[config.mk]
export PLATFORM = sky130hd
export DESIGN_NAME = fixed_point_slow_scale
export DESIGN_NICKNAME = d
export VERILOG_FILES = /design/src/rtl/fixed_point_slow_scale.sv
export SDC_FILE = /design/constraint.sdc
export NUM_CORES = 1
export LEC_CHECK = 0
export CAP_MARGIN = 5
export CORE_AREA = 2 2 199 201
export CTS_BUF_LIST = sky130_fd_sc_hd__clkbuf_4
export CTS_CLUSTER_DIAMETER = 80
export DETAILED_ROUTE_END_ITERATION = 7
export DIE_AREA = 0 0 201 203
export GPL_ROUTABILITY_DRIVEN = 0
export PLACE_DENSITY = 0.56
export SLEW_MARGIN = 20
export SYNTH_ARGS = -nofsm -noshare
export SYNTH_HDL_FRONTEND = slang
export SYNTH_SLANG_ARGS = --single-unit
[constraint.sdc]
create_clock -name clk_in -period 14.7 [get_ports clk_in]
set_clock_uncertainty 0.15 [all_clocks]
set_input_delay 1.47 -clock clk_in [delete_from_list [all_inputs] [get_ports clk_in]]
set_output_delay 1.47 -clock clk_in [all_outputs]
set_load 0.05 [all_outputs]
[src/rtl/fixed_point_slow_scale.sv]
`default_nettype none
// ============================================================================
//  Module   : fixed_point_slow_scale
//  Purpose  : P[i] = S * V[i] over three lanes through one shared multiplier,
//             with valid/ready handshakes on input and output.
//  Option   : FIXED_POINT_SLOW_SCALE_SAT_EN enables saturation and overflow.
//  Revision : 1.0 - initial release
// ============================================================================
module fixed_point_slow_scale #(
    parameter int S_WIDTH     = 16,
    parameter int S_FRAC_BITS = 14,
    parameter int V_WIDTH     = 16,
    parameter int V_FRAC_BITS = 14,
    parameter int P_WIDTH     = 16,
    parameter int P_FRAC_BITS = 14
) (
    input  logic                   clk_in,
    input  logic                   rst_in,
    input  logic                   in_valid,
    output logic                   in_ready,
    input  logic [S_WIDTH-1:0]     s_in,
    input  logic [3*V_WIDTH-1:0]   v_in,
    output logic                   out_valid,
    input  logic                   out_ready,
    output logic [3*P_WIDTH-1:0]   p_out,
    output logic                   overflow
);

    localparam int c_prod_w = S_WIDTH + V_WIDTH;
    localparam int c_sh     = S_FRAC_BITS + V_FRAC_BITS - P_FRAC_BITS;

    localparam logic [1:0] c_idle = 2'd0;
    localparam logic [1:0] c_busy = 2'd1;
    localparam logic [1:0] c_done = 2'd2;

    logic [1:0]                  r_state;
    logic [1:0]                  r_idx;
    logic signed [S_WIDTH-1:0]   r_s;
    logic [3*V_WIDTH-1:0]        r_v;
    logic [3*P_WIDTH-1:0]        r_p;

    logic signed [V_WIDTH-1:0]   w_v_lane;
    logic signed [c_prod_w-1:0]  w_prod;
    logic [P_WIDTH-1:0]          w_lane;
    logic                        w_accept;
    logic                        w_busy;

    assign in_ready  = (r_state == c_idle);
    assign out_valid = (r_state == c_done);
    assign p_out     = r_p;
    assign w_accept  = in_valid && (r_state == c_idle);
    assign w_busy    = (r_state == c_busy);

    always_comb begin
        w_v_lane = r_v[V_WIDTH-1:0];
        case (r_idx)
            2'd1:    w_v_lane = r_v[V_WIDTH +: V_WIDTH];
            2'd2:    w_v_lane = r_v[2*V_WIDTH +: V_WIDTH];
            default: w_v_lane = r_v[V_WIDTH-1:0];
        endcase
    end

    // Both operands are signed, so the product is sign-extended to full width.
    assign w_prod = r_s * w_v_lane;

`ifdef FIXED_POINT_SLOW_SCALE_SAT_EN
    localparam logic signed [c_prod_w-1:0] c_p_max =
        {{(c_prod_w-P_WIDTH+1){1'b0}}, {(P_WIDTH-1){1'b1}}};
    localparam logic signed [c_prod_w-1:0] c_p_min =
        {{(c_prod_w-P_WIDTH+1){1'b1}}, {(P_WIDTH-1){1'b0}}};

    logic signed [c_prod_w-1:0]  w_shift;
    logic                        w_lane_ovf;
    logic                        r_overflow;

    assign w_shift = w_prod >>> c_sh;

    always_comb begin
        w_lane     = w_shift[P_WIDTH-1:0];
        w_lane_ovf = 1'b0;
        if (w_shift > c_p_max) begin
            w_lane     = c_p_max[P_WIDTH-1:0];
            w_lane_ovf = 1'b1;
        end else if (w_shift < c_p_min) begin
            w_lane     = c_p_min[P_WIDTH-1:0];
            w_lane_ovf = 1'b1;
        end
    end

    // Sticky across the three lanes of one operation, cleared by the next accept.
    always_ff @(posedge clk_in or negedge rst_in) begin
        if (!rst_in) begin
            r_overflow <= 1'b0;
        end else if (w_accept) begin
            r_overflow <= 1'b0;
        end else if (w_busy && w_lane_ovf) begin
            r_overflow <= 1'b1;
        end
    end

    assign overflow = r_overflow;
`else
    // Flooring shift, then wrap by dropping the upper bits.
    assign w_lane   = P_WIDTH'(w_prod >>> c_sh);
    assign overflow = 1'b0;
`endif

    always_ff @(posedge clk_in or negedge rst_in) begin
        if (!rst_in) begin
            r_state <= c_idle;
            r_idx   <= 2'd0;
            r_s     <= '0;
            r_v     <= '0;
            r_p     <= '0;
        end else begin
            case (r_state)
                c_idle: begin
                    if (w_accept) begin
                        r_s     <= s_in;
                        r_v     <= v_in;
                        r_idx   <= 2'd0;
                        r_state <= c_busy;
                    end
                end
                c_busy: begin
                    case (r_idx)
                        2'd0:    r_p[0 +: P_WIDTH]         <= w_lane;
                        2'd1:    r_p[P_WIDTH +: P_WIDTH]   <= w_lane;
                        default: r_p[2*P_WIDTH +: P_WIDTH] <= w_lane;
                    endcase
                    if (r_idx == 2'd2) begin
                        r_idx   <= 2'd0;
                        r_state <= c_done;
                    end else begin
                        r_idx <= r_idx + 2'd1;
                    end
                end
                c_done: begin
                    if (out_ready) begin
                        r_state <= c_idle;
                    end
                end
                default: begin
                    r_state <= c_idle;
                    r_idx   <= 2'd0;
                end
            endcase
        end
    end

endmodule
`default_nettype wire

# After elaboration in Yosys (flattened, before gate mapping)
# Index checks and enable logic that the tools add are counted.
[totals]
elab_cells = 36
ramBits = 0
n_memories = 0
regBits = 116
input_bits = 68
output_inout_bits = 51
rom_bits = 0
latchBits = 0
[op_classes]
reduce_logical = 10
eq_ne = 7
n_bitwise = 2
n_lt_le_gt_ge = 0
n_div = 0
mul = 1
add_sub_neg = 1
n_mux = 8
shift = 0
[ops]
columns = ["operator", "n"]
rows = [
  ["$pmux W16 S2", 1],
  ["$mul A16 B16 Y30", 1],
  ["$pmux W2 S3", 2],
  ["$mux W2", 5],
  ["$reduce_and A2 Y1", 5],
  ["$ne A2 B1 Y1 const B", 3],
  ["$eq A2 B1 Y1 const B", 2],
  ["$eq A2 B2 Y1 const B", 2],
  ["$logic_not A2 Y1", 2],
  ["$reduce_and A3 Y1", 1],
  ["$add A2 B1 Y2 const B", 1],
  ["$not A1 Y1", 2],
  ["$reduce_or A2 Y1", 1],
  ["$logic_and A1 B1 Y1", 1],
]

# Depth between registers and ports, before layout
# Gate-level depths: netlist (run 1).
[depth]
word_depth = 4
depth_mapped = 31
depth_no_buf = 28

# Worst setup path after synthesis (run 1)
# Ideal clock, no wire load.
[synth_path]
kind = "reg-to-reg"
startpoint = "reg r_idx[0]"
endpoint = "reg r_p[30] (netlist: p_out[30])"
path_slack_ps = 7392
path_buffers = 4
period_less_slack_ps = 7308
setup_time_ps = 131
path_stages_with_launch = 27
t_required_ps = 14419
t_arrival_ps = 7027
cell_sequence = "dfrtp_1 > inv_1 > ha_1 > buf_6 > clkbuf_1 > buf_1 > a21oi_1 > clkbuf_1 > nand2_1 > inv_1 > fa_1 > inv_1 > fa_1 > inv_1 > fa_1 > fa_1 > fa_1 > fa_1 > ha_1 > a21oi_1 > nand2_1 > a211oi_1 > nand2_1 > a21oi_2 > o221a_2 > xor2_1 > o21ai_0"
[synth_between]
elab_chain_len = 3
elab_cells_between_ends = 5
classes_between = "mul (1); eq/ne (2); mux (1); reduce/logical (1)"
[synth_lines]
columns = ["item", "line", "rtl"]
rows = [
  ["start, declared", "37", "logic [1:0] r_idx;"],
  ["start signal, assigned", "135", "r_idx <= r_idx + 2'd1;"],
  ["$eq A2 B2 Y1 / $eq A2 B1 Y1 (equally long branches)", "56, 126", ""],
  ["$pmux W16 S2", "56", "case (r_idx)"],
  ["$mul A16 B16 Y30", "64", "assign w_prod = r_s * w_v_lane;"],
  ["end signal, assigned by index", "127", "2'd0: r_p[0 +: P_WIDTH] <= w_lane;"],
  ["end signal, assigned by index", "128", "2'd1: r_p[P_WIDTH +: P_WIDTH] <= w_lane;"],
  ["end signal, assigned by index", "129", "default: r_p[2*P_WIDTH +: P_WIDTH] <= w_lane;"],
  ["end, declared", "40", "logic [3*P_WIDTH-1:0] r_p;"],
]
# Several ways; a longest one is shown, not always the timed one.
# A chain may end at the register's enable or synchronous reset.

# Worst setup path in the final report (run 1)
[layout_path]
startpoint = "reg r_idx[1]"
endpoint = "reg r_p[14] (netlist: p_out[14])"
[layout_between]
elab_chain_len = 3
elab_cells_between_ends = 6
classes_between = "mul (1); eq/ne (2); mux (1); reduce/logical (2)"
[layout_lines]
columns = ["item", "line"]
rows = [
  ["$eq A2 B2 Y1 / $eq A2 B1 Y1 (equally long branches)", "56"],
  ["$pmux W16 S2", "56"],
  ["$mul A16 B16 Y30", "64"],
]
# Several ways; a longest one is shown, not always the timed one.

==> results_tabular.tex, run 1 <==
\begin{tabular}{lr}
\hline
Metric & Value \\
\hline
\multicolumn{2}{l}{\textbf{Cells and area}} \\
Layout cell share with drive strength beyond 1 & 8.72\% \\
Highest-count cells in the layout ignoring fill and taps & sky130\_fd\_sc\_hd\_\_inv\_1, sky130\_fd\_sc\_hd\_\_fa\_1, sky130\_fd\_sc\_hd\_\_nand2\_1 \\
Final \#Nets & 1932 \\
Area grow syn2layout & 14.4\% \\
Most frequent standard cell in the layout excluding fill and tap cells & sky130\_fd\_sc\_hd\_\_inv\_1 \\
\multicolumn{2}{l}{\textbf{Die}} \\
Number of ports placed on the die boundary & 119 \\
Initial standard-cell utilization of the core & 36.7\% \\
Die Area & 0.0408 mm² \\
Width of the die & 201 µm \\
Total number of placement rows & 72 \\
Die Y & 203 µm \\
Core Footprint & 0.0385 mm² \\
\multicolumn{2}{l}{\textbf{Critical path}} \\
Start-to-end type of the worst setup path & reg -> reg \\
CP startpoint kind & flip-flop \\
Data required time at the worst endpoint & 14960 ps \\
Capturing element type of the critical path & flip-flop \\
Critical Path Fanout Max & 22 \\
Worst path arrival time & 8290 ps \\
\multicolumn{2}{l}{\textbf{STA}} \\
Minimum period implied by the final worst setup slack & 8030 ps \\
Final Slew Violations & 0 \\
Share of the clock period used by the worst path after layout & 54.6\% \\
Sum of negative setup slack & 0 ps \\
Setup-failing EPs final & 0 \\
Number of endpoints with negative hold slack in the final report & 0 \\
FMAX & 125 MHz \\
Measured slew at the worst slew-check pin & 1060 ps \\
Setup repair after global routing missed its margin & false \\
Headroom to the max-slew limit & 29.6\% \\
\multicolumn{2}{l}{\textbf{Clocking}} \\
Clock latency reported for the late side of the worst-skew pair & 580 ps \\
TritonCTS Buffers & 17 \\
TritonCTS clock tree & yes \\
Clock transition at the registers of the reported paths & 110 ps \\
Number of levels the H-tree was split into & 4 \\
Clock tree root driver cell & sky130\_fd\_sc\_hd\_\_clkbuf\_4 \\
Clock sink count & 116 \\
Count of hold-fix buffers inserted at cts & 0 \\
Max Root-Sink Buffers & 2 \\
CTS-repair resized insts & 0 \\
Number of post-CTS setup repair buffers & 0 \\
\multicolumn{2}{l}{\textbf{Global route}} \\
Via count of the first global-routing pass & 10.8k \\
Antenna violations before repair & 1 \\
Maximum number of pins on one net before global-route repair & 76 \\
Total congestion overflow & 0 \\
Wire length of the first global-routing pass & 57900 µm \\
Total GRT Usage & 18.1\% \\
\multicolumn{2}{l}{\textbf{Yosys}} \\
Average footprint of a synthesized cell & 9.75 µm² \\
Post-Syn Instances & 1446 \\
Top flip-flop cell by instance count after synthesis & sky130\_fd\_sc\_hd\_\_dfrtp\_1 \\
YS warnings & 0 \\
Sequential share of the synthesized area & 20.6\% \\
Post-Synthesis Net Count & 1841 \\
Post-synth EDFFs & 0 \\
Synth Cell Area & 0.0141 mm² \\
Number of register bits inferred by synthesis & 116 \\
Number of unique standard cell types used by synthesis & 56 \\
Async set-reset flop share out of synthesis & 100\% \\
\multicolumn{2}{l}{\textbf{Routing}} \\
Residual DRC & 0 \\
Antenna Violating Nets Remaining & 0 \\
Detailed Routing Iterations Pass 1 & 5 \\
Average routed wire per standard cell & 16.8 µm \\
Number of violations reported at the end of detailed-routing iteration 0 & 429 \\
Via total after detailed routing & 9926 \\
Aggregate routed wire length & 34700 µm \\
Via density per instance & 4.80 \\
\multicolumn{2}{l}{\textbf{Hold path}} \\
Path category of the worst min-delay check & reg -> reg \\
\multicolumn{2}{l}{\textbf{Outcome}} \\
Result of the run & completed \\
\multicolumn{2}{l}{\textbf{Place}} \\
Post-DP HPWL & 27200 µm \\
Count of buffers inserted at the top-level ports & 117 \\
\multicolumn{2}{l}{\textbf{Flow run}} \\
Maximum Capacitance Violations & 0 \\
\hline
\end{tabular}
through the flow:
| stage | instance area (µm²) | util (%) | setup WS, ps | cells | hold WS (ps) |
|---|---|---|---|---|---|
| 2_1_floorplan | 14100 | - | 7390 | 1446 | 319 |
| 4_1_cts | 16100 | 41.9 | 6620 | 2066 | 344 |
| 6_report | 16100 | 41.9 | 6670 | 2067 | 342 |
| 5_1_grt | 16100 | 41.9 | 6070 | 2066 | 352 |
| 3_3_place_gp | 15800 | 41.1 | 6810 | 2036 | 315 |
| 3_5_place_dp | 15800 | 41.1 | 6660 | 2036 | 319 |
kinds of logic (layout without fill, tap and decap cells):
group | count (synthesis) | in the layout | share of synthesized area (%)
and+or+nand+nor | 397 | 397 | 13.8
xor gates and xnor gates | 28 | 28 | 1.74
buffers and inverters | 360 | 462 | 9.69
adders and majority gates | 327 | 327 | 42.2
other | 1 | 2 | 0.0266
AOI/OAI and AO/OA | 148 | 148 | 6.47
DFF | 116 | 116 | 20.6
muxes | 69 | 69 | 5.56
final cells by class:
| class | instances | area, µm² |
|---|---|---|
| clock buffer | 19 | 143 |
| tap | 518 | 648 |
| timing repair buffer | 134 | 1300 |
| fill | 3814 | 22300 |
| inverter | 298 | 1120 |
| sequential | 116 | 2900 |
| clock inverter | 11 | 161 |
| antenna | 1 | 2.50 |
| multi-input combinational | 970 | 9860 |
layer usage:
| metal | vias to the layer above | global-route usage [%] | part of all wire (%) |
|---|---|---|---|
| li1 | 4586 | - | - |
| met1 | 5138 | 23.4 | 43 |
| met2 | 165 | 32.3 | 52 |
| met3 | 35 | 2.71 | 3.5 |
| met4 | 2 | 3.78 | 1.5 |
| met5 | - | 0 | 0.052 |
worst paths after layout:
path | depth (start not counted) | slack, ps | from | to
worst min-delay path | 2 | 340 | p_out[35] | p_out[35]
worst max-delay path | 24 | 6670 | r_idx[1] | p_out[14]
worst max register to register | 24 | 6670 | r_idx[1] | p_out[14]
worst min register to register | 2 | 340 | p_out[35] | p_out[35]
max in group asynchronous | 2 | 12180 | rst_in | r_v[2]
min in group asynchronous | 1 | 750 | rst_in | r_s[11]
synth_stat cells (4+ instances only):
| cell | count | share of area [%] |
|---|---|---|
| sky130_fd_sc_hd__dfrtp_1 | 116 | 21 |
| sky130_fd_sc_hd__a21oi_1 | 31 | 1.1 |
| sky130_fd_sc_hd__xor2_1 | 6 | 0.37 |
| sky130_fd_sc_hd__inv_1 | 298 | 7.9 |
| sky130_fd_sc_hd__clkbuf_1 | 51 | 1.4 |
| sky130_fd_sc_hd__nor3_1 | 7 | 0.25 |
| sky130_fd_sc_hd__and3_1 | 4 | 0.18 |
| sky130_fd_sc_hd__nor2b_1 | 43 | 1.9 |
| sky130_fd_sc_hd__buf_1 | 6 | 0.16 |
| sky130_fd_sc_hd__a31oi_1 | 4 | 0.18 |
| sky130_fd_sc_hd__fa_1 | 247 | 35 |
| sky130_fd_sc_hd__xnor2_1 | 22 | 1.4 |
| sky130_fd_sc_hd__a211oi_1 | 7 | 0.37 |
| sky130_fd_sc_hd__nand2_1 | 183 | 4.9 |
| sky130_fd_sc_hd__a22oi_1 | 15 | 0.80 |
| sky130_fd_sc_hd__o21ai_0 | 56 | 2.0 |
| sky130_fd_sc_hd__mux2i_1 | 4 | 0.28 |
| sky130_fd_sc_hd__and2_1 | 82 | 3.6 |
| sky130_fd_sc_hd__o21ai_1 | 5 | 0.18 |
| sky130_fd_sc_hd__o211ai_1 | 4 | 0.21 |
| sky130_fd_sc_hd__or2_2 | 8 | 0.35 |
| sky130_fd_sc_hd__nor2_1 | 34 | 0.91 |
| sky130_fd_sc_hd__nand3_1 | 10 | 0.35 |
| sky130_fd_sc_hd__ha_1 | 80 | 7.1 |
| sky130_fd_sc_hd__mux2_2 | 64 | 5.1 |
| sky130_fd_sc_hd__nand2b_1 | 13 | 0.58 |
sequential cells by signal, summed over array words and instances (netlist names):
| signal | count |
|---|---|
| r_idx | 2 |
| r_state | 2 |
| r_s | 16 |
| r_v | 48 |
| p_out | 48 |
worst max-delay path, cell delays in order (launching register included):
cell,delay (ps)
sky130_fd_sc_hd__dfrtp_1,390
sky130_fd_sc_hd__inv_1,80
sky130_fd_sc_hd__ha_1,490
sky130_fd_sc_hd__a22oi_1,490
sky130_fd_sc_hd__a21oi_1,130
sky130_fd_sc_hd__buf_4,230
sky130_fd_sc_hd__nand2_1,120
sky130_fd_sc_hd__inv_1,100
sky130_fd_sc_hd__fa_1,670
sky130_fd_sc_hd__inv_1,140
sky130_fd_sc_hd__fa_1,800
sky130_fd_sc_hd__inv_1,180
sky130_fd_sc_hd__fa_1,490
sky130_fd_sc_hd__fa_1,580
sky130_fd_sc_hd__fa_1,430
sky130_fd_sc_hd__fa_1,440
sky130_fd_sc_hd__ha_1,360
sky130_fd_sc_hd__a21oi_1,200
sky130_fd_sc_hd__nand2_1,70
sky130_fd_sc_hd__a211oi_1,270
sky130_fd_sc_hd__nand2_1,100
sky130_fd_sc_hd__a21oi_2,270
sky130_fd_sc_hd__o221a_2,350
sky130_fd_sc_hd__xor2_1,230
sky130_fd_sc_hd__o21ai_0,120
Power of run 1 is left out: the tool's default activity adds up to more than one toggle a clock period on the data nets, which glitch-free logic cannot reach.
==> run 2: changes to the inputs <==
==> constraint.sdc (replaced) <==
create_clock -name clk_in -period 7.7 [get_ports clk_in]
set_clock_uncertainty 0.15 [all_clocks]
set_input_delay 0.77 -clock clk_in [delete_from_list [all_inputs] [get_ports clk_in]]
set_output_delay 0.77 -clock clk_in [all_outputs]
set_load 0.05 [all_outputs]
==> results_tabular.tex, run 2 (synthesized netlist as in run 1, its figures left out) <==
\begin{tabular}{lr}
\hline
Metric & Value \\
\hline
\multicolumn{2}{l}{\textbf{Outcome}} \\
Result of the run & completed \\
\multicolumn{2}{l}{\textbf{Routing}} \\
Via density per instance & 4.84 \\
Average routed wire per standard cell & 16.9 µm \\
Aggregate routed wire length & 35200 µm \\
Residual DRC & 0 \\
Antenna Violating Nets Remaining & 0 \\
Detailed Routing Iterations Pass 1 & 4 \\
Detailed route wirelength on metal2 & 18200 µm \\
Met1 wire length & 15200 µm \\
Met3 routed wirelength & 1220 µm \\
Via total after detailed routing & 10.1k \\
Highest metal layer with signal wires & met4 \\
Number of violations reported at the end of detailed-routing iteration 0 & 438 \\
\multicolumn{2}{l}{\textbf{Clocking}} \\
Clock tree root driver cell & sky130\_fd\_sc\_hd\_\_clkbuf\_4 \\
Number of levels the H-tree was split into & 4 \\
TritonCTS Buffers & 17 \\
Clock transition at the registers of the reported paths & 170 ps \\
Clock latency reported for the late side of the worst-skew pair & 590 ps \\
Max Root-Sink Buffers & 2 \\
Clock sink count & 116 \\
TritonCTS clock tree & yes \\
Count of hold-fix buffers inserted at cts & 0 \\
\multicolumn{2}{l}{\textbf{Cells and area}} \\
Final \#Nets & 1949 \\
Most frequent standard cell in the layout excluding fill and tap cells & sky130\_fd\_sc\_hd\_\_inv\_1 \\
Layout cell share with drive strength beyond 1 & 9.76\% \\
Number of fill cells in the layout & 3806 \\
Final instance count without filler cells & 2085 \\
Area grow syn2layout & 15.8\% \\
Highest-count cells in the layout ignoring fill and taps & sky130\_fd\_sc\_hd\_\_inv\_1, sky130\_fd\_sc\_hd\_\_fa\_1, sky130\_fd\_sc\_hd\_\_nand2\_1 \\
Antenna diode instance count & 0 \\
\multicolumn{2}{l}{\textbf{Critical path}} \\
Capturing element type of the critical path & flip-flop \\
Critical Path Fanout Max & 16 \\
CP Buf/Inv Count & 8 \\
Worst path arrival time & 7510 ps \\
Slowest cell delay on critical path & 560 ps \\
CP startpoint kind & flip-flop \\
Worst R2R Path Depth & 27 \\
Data required time at the worst endpoint & 7940 ps \\
Cell at the slowest stage of the critical path & sky130\_fd\_sc\_hd\_\_fa\_1 \\
Critical path depth & 27 \\
Start-to-end type of the worst setup path & reg -> reg \\
Delay-heaviest family, CP & adder cells \\
\multicolumn{2}{l}{\textbf{Global route}} \\
Total congestion overflow & 0 \\
Maximum number of pins on one net before global-route repair & 65 \\
Wire length of the first global-routing pass & 57700 µm \\
Total GRT Usage & 18.1\% \\
Antenna violations before repair & 1 \\
Via count of the first global-routing pass & 10.6k \\
\multicolumn{2}{l}{\textbf{Die}} \\
Total number of placement rows & 72 \\
Die Y & 203 µm \\
Number of ports placed on the die boundary & 119 \\
Core Footprint & 0.0385 mm² \\
Initial standard-cell utilization of the core & 36.7\% \\
Width of the die & 201 µm \\
Die Area & 0.0408 mm² \\
\multicolumn{2}{l}{\textbf{STA}} \\
Headroom to the max-slew limit & 28.7\% \\
Number of endpoints with negative hold slack in the final report & 0 \\
Setup-failing EPs final & 0 \\
FMAX & 138 MHz \\
Setup repair after global routing missed its margin & false \\
Share of the clock period used by the worst path after layout & 94.4\% \\
Final Slew Violations & 0 \\
Sum of negative setup slack & 0 ps \\
Minimum period implied by the final worst setup slack & 7270 ps \\
Measured slew at the worst slew-check pin & 1070 ps \\
Final hold slack & 97.6 ps \\
\multicolumn{2}{l}{\textbf{Place}} \\
Inst Count DP & 2051 \\
Post-DP HPWL & 28300 µm \\
Count of buffers inserted at the top-level ports & 117 \\
\multicolumn{2}{l}{\textbf{Hold path}} \\
Path category of the worst min-delay check & in -> async \\
\multicolumn{2}{l}{\textbf{Flow run}} \\
Maximum Capacitance Violations & 0 \\
\hline
\end{tabular}
==> run 2: worst reg2reg max path, stage by stage, from the launching register on <==
cell and delay, ps:
sky130_fd_sc_hd__dfrtp_1 430, sky130_fd_sc_hd__inv_1 110, sky130_fd_sc_hd__ha_2 260, sky130_fd_sc_hd__buf_4 240, sky130_fd_sc_hd__a22oi_1 100, sky130_fd_sc_hd__a21oi_1 190
sky130_fd_sc_hd__buf_4 270, sky130_fd_sc_hd__nand2_1 130, sky130_fd_sc_hd__fa_1 560, sky130_fd_sc_hd__inv_1 50, sky130_fd_sc_hd__fa_1 490, sky130_fd_sc_hd__inv_1 50
sky130_fd_sc_hd__fa_1 520, sky130_fd_sc_hd__inv_1 50, sky130_fd_sc_hd__fa_1 460, sky130_fd_sc_hd__fa_1 490, sky130_fd_sc_hd__inv_1 50, sky130_fd_sc_hd__fa_1 470
sky130_fd_sc_hd__inv_1 40, sky130_fd_sc_hd__ha_1 340, sky130_fd_sc_hd__and4_1 260, sky130_fd_sc_hd__nor2b_1 130, sky130_fd_sc_hd__a31oi_1 140, sky130_fd_sc_hd__o21ai_1 160
sky130_fd_sc_hd__a21oi_2 280, sky130_fd_sc_hd__o221a_2 330, sky130_fd_sc_hd__xor2_1 230, sky130_fd_sc_hd__o21ai_0 120
==> run 2: path summary, 6_finish.rpt <==
| kind | startpoint | end | slack, ps |
|---|---|---|---|
| min reg2reg | p_out[27] | p_out[27] | 340 |
| max | r_idx[1] | p_out[14] | 430 |
| max in group asynchronous | rst_in | p_out[21] | 5950 |
| min | rst_in | r_s[12] | 100 |
| max reg2reg | r_idx[1] | p_out[14] | 430 |
| min in group clk_in | p_out[27] | p_out[27] | 340 |
==> run 2: stage by stage <==
step | instance area, µm² | setup WS [ps] | utilization [%]
after detailed placement | 16000 | 325 | 41.5
after global placement | 16000 | 429 | 41.5
after floorplan | 14100 | 392 | -
after global routing | 16300 | 3.00 | 42.4
final | 16300 | 430 | 42.4
after CTS | 16300 | 288 | 42.3
==> run 2: final cells by class <==
cell class                 instances  area, µm²  area share (%)
timing repair buffer             151       1470            9.03
clock buffer                      18        135           0.828
multi-input combinational        970       9860            60.4
inverter                         298       1120            6.85
tap                              518        648            3.97
clock inverter                    14        184            1.13
sequential                       116       2900            17.8
==> run 2: what timing repair did <==
action                                  in CTS  in global routing
gates resized for setup                      0                  5
hold endpoints to repair                     0                  0
endpoints found under the setup margin       0                 17
buffers inserted                             0                  2
==> run 2: per-layer routing <==
layer | global-route usage, % | vias up
li1 | - | 4614
met1 | 23.8 | 5225
met2 | 31.7 | 208
met3 | 2.41 | 38
met4 | 4.29 | 0
met5 | 0 | -
Power of run 2 is left out for the same reason.
